==> config.mk <==
export PLATFORM = sky130hd
export DESIGN_NAME = cnn_act_stream
export DESIGN_NICKNAME = d
export VERILOG_FILES = /design/src/rtl/cnn_act_stream.sv
export SDC_FILE = /design/constraint.sdc
export NUM_CORES = 1
export LEC_CHECK = 0
export ABC_CLOCK_PERIOD_IN_PS = 27900
export CORE_AREA = 5 5 185 258
export CTS_CLUSTER_DIAMETER = 50
export DETAILED_ROUTE_END_ITERATION = 10
export DIE_AREA = 0 0 190 263
export PLACE_DENSITY = 0.76
export SKIP_CTS_REPAIR_TIMING = 1
export SLEW_MARGIN = 0
export SYNTH_ARGS = -nofsm -noshare
export SYNTH_HDL_FRONTEND = slang
export SYNTH_SLANG_ARGS = --single-unit
==> constraint.sdc <==
create_clock -name clk -period 27.9 [get_ports clk]
set_input_delay 5.58 -clock clk [delete_from_list [all_inputs] [get_ports clk]]
set_output_delay 5.58 -clock clk [all_outputs]
set_load 0.03 [all_outputs]
==> src/rtl/cnn_act_stream.sv <==
// Multi-lane streaming activation stage (bypass / ReLU / leaky / clipped ReLU)
// with a small output FIFO and a saturating counter of negative input elements.
module cnn_act_stream #(
    parameter int DATA_WIDTH = 32,
    parameter int LANES      = 4,
    parameter int DEPTH      = 2,
    parameter int LEAK_SHIFT = 3,
    parameter int CNT_WIDTH  = 32
) (
    input  logic                        clk,
    input  logic                        rst,
    input  logic [LANES*DATA_WIDTH-1:0] in_data_i,
    input  logic [1:0]                  in_mode_i,
    input  logic [DATA_WIDTH-1:0]       in_clip_i,
    input  logic                        in_valid_i,
    output logic                        in_ready_o,
    output logic [LANES*DATA_WIDTH-1:0] out_data_o,
    output logic                        out_valid_o,
    input  logic                        out_ready_i,
    output logic [CNT_WIDTH-1:0]        neg_count_o,
    input  logic                        clear_i
);

    localparam int PTR_W  = (DEPTH > 1) ? $clog2(DEPTH) : 1;
    localparam int OCC_W  = $clog2(DEPTH + 1);
    localparam int NEG_W  = $clog2(LANES + 1);
    localparam int BEAT_W = LANES * DATA_WIDTH;

    logic [BEAT_W-1:0]            mem_q [DEPTH];
    logic [PTR_W-1:0]             wrPtr_q, wrPtr_d;
    logic [PTR_W-1:0]             rdPtr_q, rdPtr_d;
    logic [OCC_W-1:0]             occ_q, occ_d;
    logic [CNT_WIDTH-1:0]         negCnt_q, negCnt_d;

    logic signed [DATA_WIDTH-1:0] clipCeil;
    logic [BEAT_W-1:0]            actBeat;
    logic [LANES-1:0]             laneNeg;
    logic [NEG_W-1:0]             negLanes;
    logic [CNT_WIDTH:0]           negSum;
    logic                         accept;
    logic                         pop;

    // A negative clip ceiling clamps everything to zero.
    assign clipCeil = in_clip_i[DATA_WIDTH-1] ? '0 : signed'(in_clip_i);

    for (genvar g = 0; g < LANES; g++) begin : g_lane
        logic signed [DATA_WIDTH-1:0] laneX;
        logic signed [DATA_WIDTH-1:0] laneY;

        assign laneX = signed'(in_data_i[g*DATA_WIDTH +: DATA_WIDTH]);

        always_comb begin
            unique case (in_mode_i)
                2'd0:    laneY = laneX;
                2'd1:    laneY = laneX[DATA_WIDTH-1] ? '0 : laneX;
                2'd2:    laneY = laneX[DATA_WIDTH-1] ? (laneX >>> LEAK_SHIFT) : laneX;
                default: laneY = laneX[DATA_WIDTH-1] ? '0 :
                                 ((laneX > clipCeil) ? clipCeil : laneX);
            endcase
        end

        assign actBeat[g*DATA_WIDTH +: DATA_WIDTH] = laneY;
        assign laneNeg[g] = laneX[DATA_WIDTH-1];
    end

    always_comb begin
        negLanes = '0;
        for (int i = 0; i < LANES; i++) begin
            negLanes = negLanes + NEG_W'(laneNeg[i]);
        end
    end

    // Ready depends only on registered occupancy, never on out_ready_i.
    assign in_ready_o  = (occ_q < OCC_W'(DEPTH));
    assign out_valid_o = (occ_q != '0);
    assign out_data_o  = mem_q[rdPtr_q];
    assign neg_count_o = negCnt_q;

    assign accept = in_valid_i && in_ready_o;
    assign pop    = out_valid_o && out_ready_i;

    always_comb begin
        wrPtr_d = wrPtr_q;
        rdPtr_d = rdPtr_q;
        occ_d   = occ_q;
        if (accept) begin
            wrPtr_d = (wrPtr_q == PTR_W'(DEPTH - 1)) ? '0 : wrPtr_q + PTR_W'(1);
        end
        if (pop) begin
            rdPtr_d = (rdPtr_q == PTR_W'(DEPTH - 1)) ? '0 : rdPtr_q + PTR_W'(1);
        end
        unique case ({accept, pop})
            2'b10:   occ_d = occ_q + OCC_W'(1);
            2'b01:   occ_d = occ_q - OCC_W'(1);
            default: occ_d = occ_q;
        endcase
    end

    // The extra sum bit flags overflow so the counter sticks at all-ones.
    assign negSum = {1'b0, negCnt_q} + (CNT_WIDTH + 1)'(negLanes);

    always_comb begin
        negCnt_d = negCnt_q;
        if (clear_i) begin
            negCnt_d = '0;
        end else if (accept) begin
            negCnt_d = negSum[CNT_WIDTH] ? '1 : negSum[CNT_WIDTH-1:0];
        end
    end

    always_ff @(posedge clk or posedge rst) begin
        if (rst) begin
            wrPtr_q  <= '0;
            rdPtr_q  <= '0;
            occ_q    <= '0;
            negCnt_q <= '0;
            for (int i = 0; i < DEPTH; i++) begin
                mem_q[i] <= '0;
            end
        end else begin
            wrPtr_q  <= wrPtr_d;
            rdPtr_q  <= rdPtr_d;
            occ_q    <= occ_d;
            negCnt_q <= negCnt_d;
            if (accept) begin
                mem_q[wrPtr_q] <= actBeat;
            end
        end
    end

endmodule

==> results of run 1 <==
## flip-flops by register name (all words and copies together) (netlist names)
signal       flops
occ_q            2
neg_count_o     32
rdPtr_q          1
mem_q          256
wrPtr_q          1
## logic make-up after synthesis
family                     Yosys count
AOI/OAI and AO/OA                  615
xor gates and xnor gates             4
adders and majority gates          129
buffers and inverters              201
DFF                                292
muxes                              130
and+or+nand+nor                    523
## worst max path at each step
stage,startpoint,slack [ns],endpoint
CTS,in_clip_i[31],17.94,mem_q[66]
global route,in_clip_i[31],17.58,mem_q[68]
finish,in_clip_i[31],17.76,mem_q[66]
global placement,in_clip_i[31],17.60,mem_q[67]
floorplan,rst,14.26,mem_q[0]
detailed placement,in_clip_i[31],17.41,mem_q[77]
## synthesized netlist by cell type, types with 50 or more instances
| cell | count | area [µm²] |
|---|---|---|
| clkbuf_1 | 116 | 435 |
| mux2_2 | 128 | 1440 |
| a41oi_1 | 58 | 508 |
| a21oi_1 | 82 | 410 |
| ha_1 | 126 | 1580 |
| a221o_1 | 113 | 1130 |
| o31ai_1 | 56 | 420 |
| dfrtp_1 | 292 | 7310 |
| a22o_1 | 112 | 981 |
| nor2_1 | 113 | 424 |
| inv_1 | 50 | 188 |
| nand2_1 | 171 | 642 |
## power by group through the flow
stage                     registers (W)  logic, W  clock network [W]
after global placement         0.000719   0.00129                  0
after floorplan                0.000680  0.000858                  0
after global routing           0.000749   0.00139           0.000494
final                          0.000729   0.00131           0.000473
after CTS                      0.000726   0.00131           0.000477
after detailed placement       0.000731   0.00130                  0
## cell type report
cell class	count	area (µm²)
timing repair buffer	374	3640
fill	4017	21300
sequential	292	7310
tap	611	764
antenna	4	10.0
clock buffer	45	963
multi-input combinational	1401	10600
clock inverter	13	185
inverter	50	195
## metrics by stage
step | std cells | total power (W) | worst slack, ns | hold slack, ns | util [%]
after floorplan | 1894 | 0.00154 | 14.26 | 0.443 | -
after global placement | 2728 | 0.00200 | 17.60 | 0.454 | 50.1
after detailed placement | 2728 | 0.00203 | 17.41 | 0.462 | 50.1
after CTS | 2786 | 0.00251 | 17.94 | 0.475 | 52.6
after global routing | 2789 | 0.00263 | 17.58 | 0.490 | 52.6
final | 2790 | 0.00251 | 17.76 | 0.475 | 52.6
## layer usage
| layer | vias up | wire length [µm] |
|---|---|---|
| met5 | - | 61 |
| met4 | 8 | 5630 |
| met3 | 311 | 7420 |
| met2 | 1277 | 35300 |
| met1 | 8966 | 26600 |
| li1 | 7932 | - |
## critical path: stages
cell and delay (ns):
clkdlybuf4s50_1 0.40, buf_4 0.25, nor2b_1 0.58, inv_1 0.33
ha_1 0.38, nor2b_1 0.14, o211ai_1 0.17, a2111oi_0 0.14
a2111oi_0 0.80, o21a_1 0.43, and3_1 1.04, a221o_1 0.33
==> impl_results.rst, run 1 <==
.. list-table::
   :header-rows: 1

   * - Metric
     - Value
   * - Status
     - finished clean
   * - Period utilization
     - a little over a third
   * - Remaining number of nets flagged by the antenna check after routing
     - 0
   * - Sinks on Clock Net
     - about 290
   * - Mux cell area share after synthesis
     - 7.83%
   * - Switching part of the total
     - around two fifths
   * - Largest family of logic cells by synthesized area
     - compound AO/OA/AOI/OAI gates
   * - Async set or reset register ratio after synthesis
     - 100%
   * - Final WL
     - around 75 mm
   * - Endpoint of the worst register-to-register path
     - neg_count_o[25]
   * - Wire length of the first global-routing pass
     - about 110 mm
   * - Sequential share of power
     - roughly 29%
   * - Post-route cell area
     - between 0.02 and 0.025 mm²
   * - Row Count
     - 92
   * - Buffer cell driving the clock tree root
     - clkbuf_16
   * - Final worst path period need
     - 10.14 ns
   * - Std-Cell Core Area
     - 0.0450 mm²
   * - Layout cells sized above 1
     - a little under an eighth
   * - Leading cell type in the layout, fill and taps excluded
     - clkdlybuf4s50_1
   * - Drt first pass iters
     - 8
   * - Type of the setup path with the least slack
     - input port to flip-flop
   * - WL/cell
     - 26.9 µm
   * - Placer congestion estimate
     - between 0.9 and 1
   * - VDD IR-drop max
     - 0.0916 mV
   * - Maximum number of pins on one net before global-route repair
     - 175
   * - Largest fanout on the critical path
     - 31
   * - Boundary Pins
     - about 330
   * - Commonest cells after routing, fill and taps aside
     - clkdlybuf4s50_1, dfrtp_1, nand2_1
   * - Rel. slew slack
     - approximately 13%
   * - Number of cells produced by synthesis
     - roughly 1900
   * - Detail Placement HPWL
     - approximately 54 mm
   * - Post-Route Setup TNS
     - 0 ns
   * - Worst hold start
     - mem_q[106]
   * - Setup repair after global routing missed its margin
     - no
   * - Total power density per cell area
     - 106 mW/mm²
   * - Chip width
     - around 190 µm
   * - Met3 global-route usage
     - between 6 and 7%
   * - Worst Hold Class
     - flip-flop to flip-flop
   * - Part of the Yosys area used for sequential elements
     - 39.1%
   * - Synthesized area
     - about 0.019 mm²
   * - Flops & latches, synth
     - roughly 290
   * - Worst Setup Start Kind
     - input port
   * - Switching power total
     - just over 0.001 W
   * - Hold Violations, Final
     - 0
   * - Slack of the worst reg-to-reg path
     - between 20 and 25 ns
   * - Worst-case hold path end point
     - mem_q[106]
   * - Clock transition at the register clock pins on the worst setup and hold paths after CTS
     - ~0.060 ns
   * - Number of H-tree levels
     - 2
   * - Vert. Die Dim
     - around 260 µm
   * - Worst R2R Path Depth
     - 11
   * - Count of distinct cell types in the synthesized netlist
     - 63
   * - Antenna violations before repair
     - 8
   * - Leakage power figure
     - 9.57 nW
   * - Share of total power in the clock network
     - between 10% and 20%
   * - Global Route met1 Usage
     - 34.5%
   * - Via count of the first global-routing pass
     - around 19000
   * - Data required time of the critical path
     - around 28 ns
   * - Post-Place Cell Area
     - 0.0225 mm²
   * - Worst-Skew Late Latency
     - between 0.5 and 0.6 ns
   * - Initial core utilization
     - 41.5%
   * - Final count of pins violating max slew
     - 0
   * - Yosys warnings
     - 0
   * - Starting DRC count in detailed routing
     - around 2100
   * - Count of cells along the worst hold path
     - 2
   * - Actual transition at the worst max-transition pin
     - 1.27 ns
   * - Number of port buffers
     - ~330
   * - Highest attainable clock frequency
     - 98.6 MHz
   * - Combinational fraction of design power
     - a little over half
   * - CP Capture Type
     - flip-flop
   * - Main synth FF type
     - dfrtp_1
   * - Nets in the synthesized netlist
     - between 2000 and 2500
   * - Clock buffers created by TritonCTS
     - 34
   * - Area share of fa/ha/maj cells after synthesis
     - 8.77%
   * - Die ar.
     - 0.0500 mm²
   * - Post-route clock skew
     - roughly 0.026 ns
   * - Count of flip-flops with a built-in enable after synthesis
     - 0
   * - Met2 usage
     - between 40% and 50%
   * - Via count
     - 18500
   * - GRT Total Usage
     - between 20% and 30%
   * - Clock tree buffer depth
     - 3
   * - Max-cap violations
     - 0
   * - Final count of negative-setup-slack endpoints
     - 0
   * - Nets
     - 2449
   * - Share of the synthesized area in compound gates (AO/OA/AOI/OAI)
     - a little over a quarter
   * - Beginning of the worst register-to-register path
     - neg_count_o[0]
   * - Total overflow reported by the global router
     - 0
   * - Final routed DRC violation total
     - 0
   * - Layout overhead on the synthesized area
     - 26.9%
   * - Highest-utilization routing layer at the global route stage
     - met2
   * - P_int
     - between 0.001 and 0.0015 W
   * - TritonCTS clock tree
     - built
   * - Average via count per standard cell
     - ~6.6
   * - Xor and xnor fraction of the mapped netlist area
     - 0.188%
   * - Mean cell area of the mapped netlist
     - 9.86 µm²
   * - Simple-gate share of the synthesized area
     - 13.6%
   * - Worst Path Arrival
     - ~11 ns
(Power assumes the default switching activity.)
==> run 2: changes to the inputs <==
Settings changed: ABC_CLOCK_PERIOD_IN_PS 27900 to 8650, PLACE_DENSITY 0.76 to 0.79.
Clock period 27.9 ns to 8.65 ns, I/O delays scaled along.
==> run 2 against run 1 <==
Compared with the run above: combinational power rose to 3.2 times the previous value; critical path depth rose by 1; clock skew fell by 0.012 ns; register-to-register slack got worse by 19 ns; total power rose to 3.2 times the previous value; largest power group unchanged.
==> impl_results.rst, run 2 (same netlist as run 1, synthesis figures left out) <==
.. list-table::
   :header-rows: 1

   * - Metric
     - Value
   * - Combinational fraction of design power
     - 52.2% (about the same)
   * - Via count of the first global-routing pass
     - 18900 (was 18800)
   * - Final worst path period need
     - around 6.3 ns
   * - Final routed DRC violation total
     - 0 (unchanged)
   * - Setup repair after global routing missed its margin
     - no (unchanged)
   * - Final core utilization
     - 52.7% (was 52.6%)
   * - CP Capture Type
     - flip-flop (unchanged)
   * - Post-Route Setup TNS
     - 0 ns (unchanged)
   * - Switching power total
     - 0.00338 W (was 0.00103 W)
   * - Actual transition at the worst max-transition pin
     - 1.34 ns (was 1.27 ns)
   * - Most flop-heavy register
     - mem_q (unchanged)
   * - Initial core utilization
     - 41.5% (unchanged)
   * - Boundary Pins
     - 329 (unchanged)
   * - Max-cap violations
     - 0 (unchanged)
   * - Post-route clock skew
     - 0.0141 ns (was 0.0261 ns)
   * - Wire length of the first global-routing pass
     - 115 mm (was 113 mm)
   * - Sinks on Clock Net
     - 292 (unchanged)
   * - Post-Place Cell Area
     - 0.0225 mm² (about the same)
   * - Max reg flops
     - 256 (unchanged)
   * - Met2 usage
     - 46.2% (was 47.0%)
   * - Placer congestion estimate
     - 0.950 (about the same)
   * - Worst path max stage delay
     - 0.91 ns (was 1.04 ns)
   * - P_int
     - 0.00476 W (was 0.00149 W)
   * - Buffer cell driving the clock tree root
     - clkbuf_16 (unchanged)
   * - Number of port buffers
     - 328 (unchanged)
   * - Worst-Skew Late Latency
     - 0.55 ns (was 0.53 ns)
   * - Rel. slew slack
     - 10.8% (was 13.5%)
   * - Final standard cell count with taps included and fillers excluded
     - 2798 (was 2790)
   * - Drt first pass iters
     - 6 (was 8)
   * - TritonCTS clock tree
     - built (unchanged)
   * - Cell type with the highest occurrence count on the critical path
     - buf_4
   * - Clock buffers created by TritonCTS
     - 36 (was 34)
   * - Number of H-tree levels
     - 2 (unchanged)
   * - Highest attainable clock frequency
     - approximately 160 MHz
   * - Clock tree buffer depth
     - 3 (unchanged)
   * - Final count of negative-setup-slack endpoints
     - 0 (unchanged)
   * - Average via count per standard cell
     - 6.64 (was 6.63)
   * - Final WL
     - 76.2 mm (was 75.0 mm)
   * - Met3 global-route usage
     - 7.73% (was 6.27%)
   * - Leakage power figure
     - 9.57 nW (about the same)
   * - Sequential share of power
     - 29.0% (about the same)
   * - Row Count
     - 92 (unchanged)
   * - Type of the setup path with the least slack
     - input port to flip-flop (unchanged)
   * - Antenna violations before repair
     - 6 (was 8)
   * - Global Route met1 Usage
     - 34.8% (was 34.5%)
   * - Largest fanout on the critical path
     - 31 (unchanged)
   * - Remaining number of nets flagged by the antenna check after routing
     - 0 (unchanged)
   * - Nets
     - 2455 (was 2449)
   * - Leading cell type in the layout, fill and taps excluded
     - clkdlybuf4s50_1 (unchanged)
   * - Via count
     - 18600 (was 18500)
   * - Worst Path Arrival
     - 6.78 ns (was 10.61 ns)
   * - Maximum number of pins on one net before global-route repair
     - 83 (was 175)
   * - Final Power
     - 0.00814 W (was 0.00251 W)
   * - Detail Placement HPWL
     - 54.3 mm (was 53.9 mm)
   * - GRT Total Usage
     - 29.3% (was 28.8%)
   * - Highest-utilization routing layer at the global route stage
     - met2 (unchanged)
   * - Clock transition at the register clock pins on the worst setup and hold paths after CTS
     - 0.06 ns (about the same)
   * - Hold Violations, Final
     - 0 (unchanged)
   * - Placed cells
     - 2732 (was 2728)
   * - Layout cells sized above 1
     - 12.4% (was 11.9%)
   * - WL/cell
     - 27.2 µm (was 26.9 µm)
   * - Worst Hold Class
     - flip-flop to flip-flop (unchanged)
   * - Commonest cells after routing, fill and taps aside
     - clkdlybuf4s50_1, dfrtp_1, nand2_1 (unchanged)
   * - Post-route cell area
     - 0.0237 mm² (about the same)
   * - Slack of the worst reg-to-reg path
     - 4.96 ns (was 24.21 ns)
   * - Ordered list of cells on the worst path
     - clkdlybuf4s50_1, buf_4, nor2b_1, inv_1, ha_1, a21o_1, nand3_1, o211ai_1, a2111oi_0, o21a_1, and3_1, buf_4, a221o_1 (was clkdlybuf4s50_1, buf_4, nor2b_1, inv_1, ha_1, nor2b_1, o211ai_1, a2111oi_0, a2111oi_0, o21a_1, and3_1, a221o_1)
   * - Die ar.
     - 0.0500 mm² (unchanged)
   * - Data required time of the critical path
     - 9.13 ns (was 28.36 ns)
   * - Cell type of the slowest stage on the worst timing path
     - a2111oi_0 (was and3_1)
   * - VDD IR-drop max
     - 0.243 mV (was 0.0916 mV)
   * - Worst Setup Start Kind
     - input port (unchanged)
   * - Total overflow reported by the global router
     - 0 (unchanged)
   * - Layout overhead on the synthesized area
     - 27.1% (was 26.9%)
   * - Status
     - finished clean (unchanged)
   * - Switching part of the total
     - 41.5% (was 40.9%)
   * - Period utilization
     - 72.8%
   * - Chip width
     - 190 µm (unchanged)
   * - Std-Cell Core Area
     - 0.0450 mm² (unchanged)
   * - Final count of pins violating max slew
     - 0 (unchanged)
   * - Share of total power in the clock network
     - 18.8% (about the same)
   * - Starting DRC count in detailed routing
     - 2071 (was 2054)
   * - Vert. Die Dim
     - 263 µm (unchanged)
   * - Total power density per cell area
     - 343 mW/mm² (was 106 mW/mm²)
==> run 2: worst paths after layout <==
| kind | from | to | depth (start not counted) |
|---|---|---|---|
| hold reg to reg | mem_q[111] | mem_q[111] | 2 |
| max in group asynchronous | rst | mem_q[160] | 4 |
| hold / removal | mem_q[111] | mem_q[111] | 2 |
| min in group asynchronous | rst | mem_q[63] | 2 |
| setup / recovery | in_clip_i[31] | mem_q[87] | 13 |
| setup reg to reg | neg_count_o[0] | neg_count_o[25] | 11 |
==> run 2: critical path: cells and delay by family <==
kind / cells / cell delay [ns]
AOI/OAI and AO/OA: 5 / 1.88
adders and majority gates: 1 / 0.46
buffers and inverters: 4 / 1.53
and+or+nand+nor: 3 / 1.12
==> run 2: power groups by stage <==
stage | sequential (W) | clock, W | combinational [W]
2_1_floorplan | 0.00219 | 0 | 0.00277
4_1_cts | 0.00235 | 0.00153 | 0.00424
3_3_place_gp | 0.00233 | 0 | 0.00416
3_5_place_dp | 0.00236 | 0 | 0.00421
5_1_grt | 0.00242 | 0.00159 | 0.00448
6_report | 0.00236 | 0.00153 | 0.00424
==> run 2: final cells by class <==
type | count | area [µm²]
clock inverters | 17 | 146
diodes | 2 | 5.00
repair buffers | 378 | 3660
clock buffers | 47 | 1020
flip-flops and latches | 292 | 7310
fillers | 3972 | 21300
multi-input cells | 1401 | 10600
inverters | 50 | 191
well taps | 611 | 764
==> run 2: metrics by stage <==
stage | setup WS [ns] | hold slack [ns]
final | 2.36 | 0.472
after global routing | 2.34 | 0.493
after CTS | 2.55 | 0.474
after detailed placement | 2.01 | 0.462
after global placement | 2.01 | 0.454
after floorplan | 3.04 | 0.443
==> run 2: layer usage <==
| layer | vias up | part of all wire, % | wire length, µm |
|---|---|---|---|
| li1 | 7951 | - | - |
| met1 | 9007 | 35 | 26900 |
| met2 | 1310 | 46 | 34700 |
| met3 | 313 | 11 | 8230 |
| met4 | 6 | 8.2 | 6270 |
| met5 | - | 0.060 | 46 |
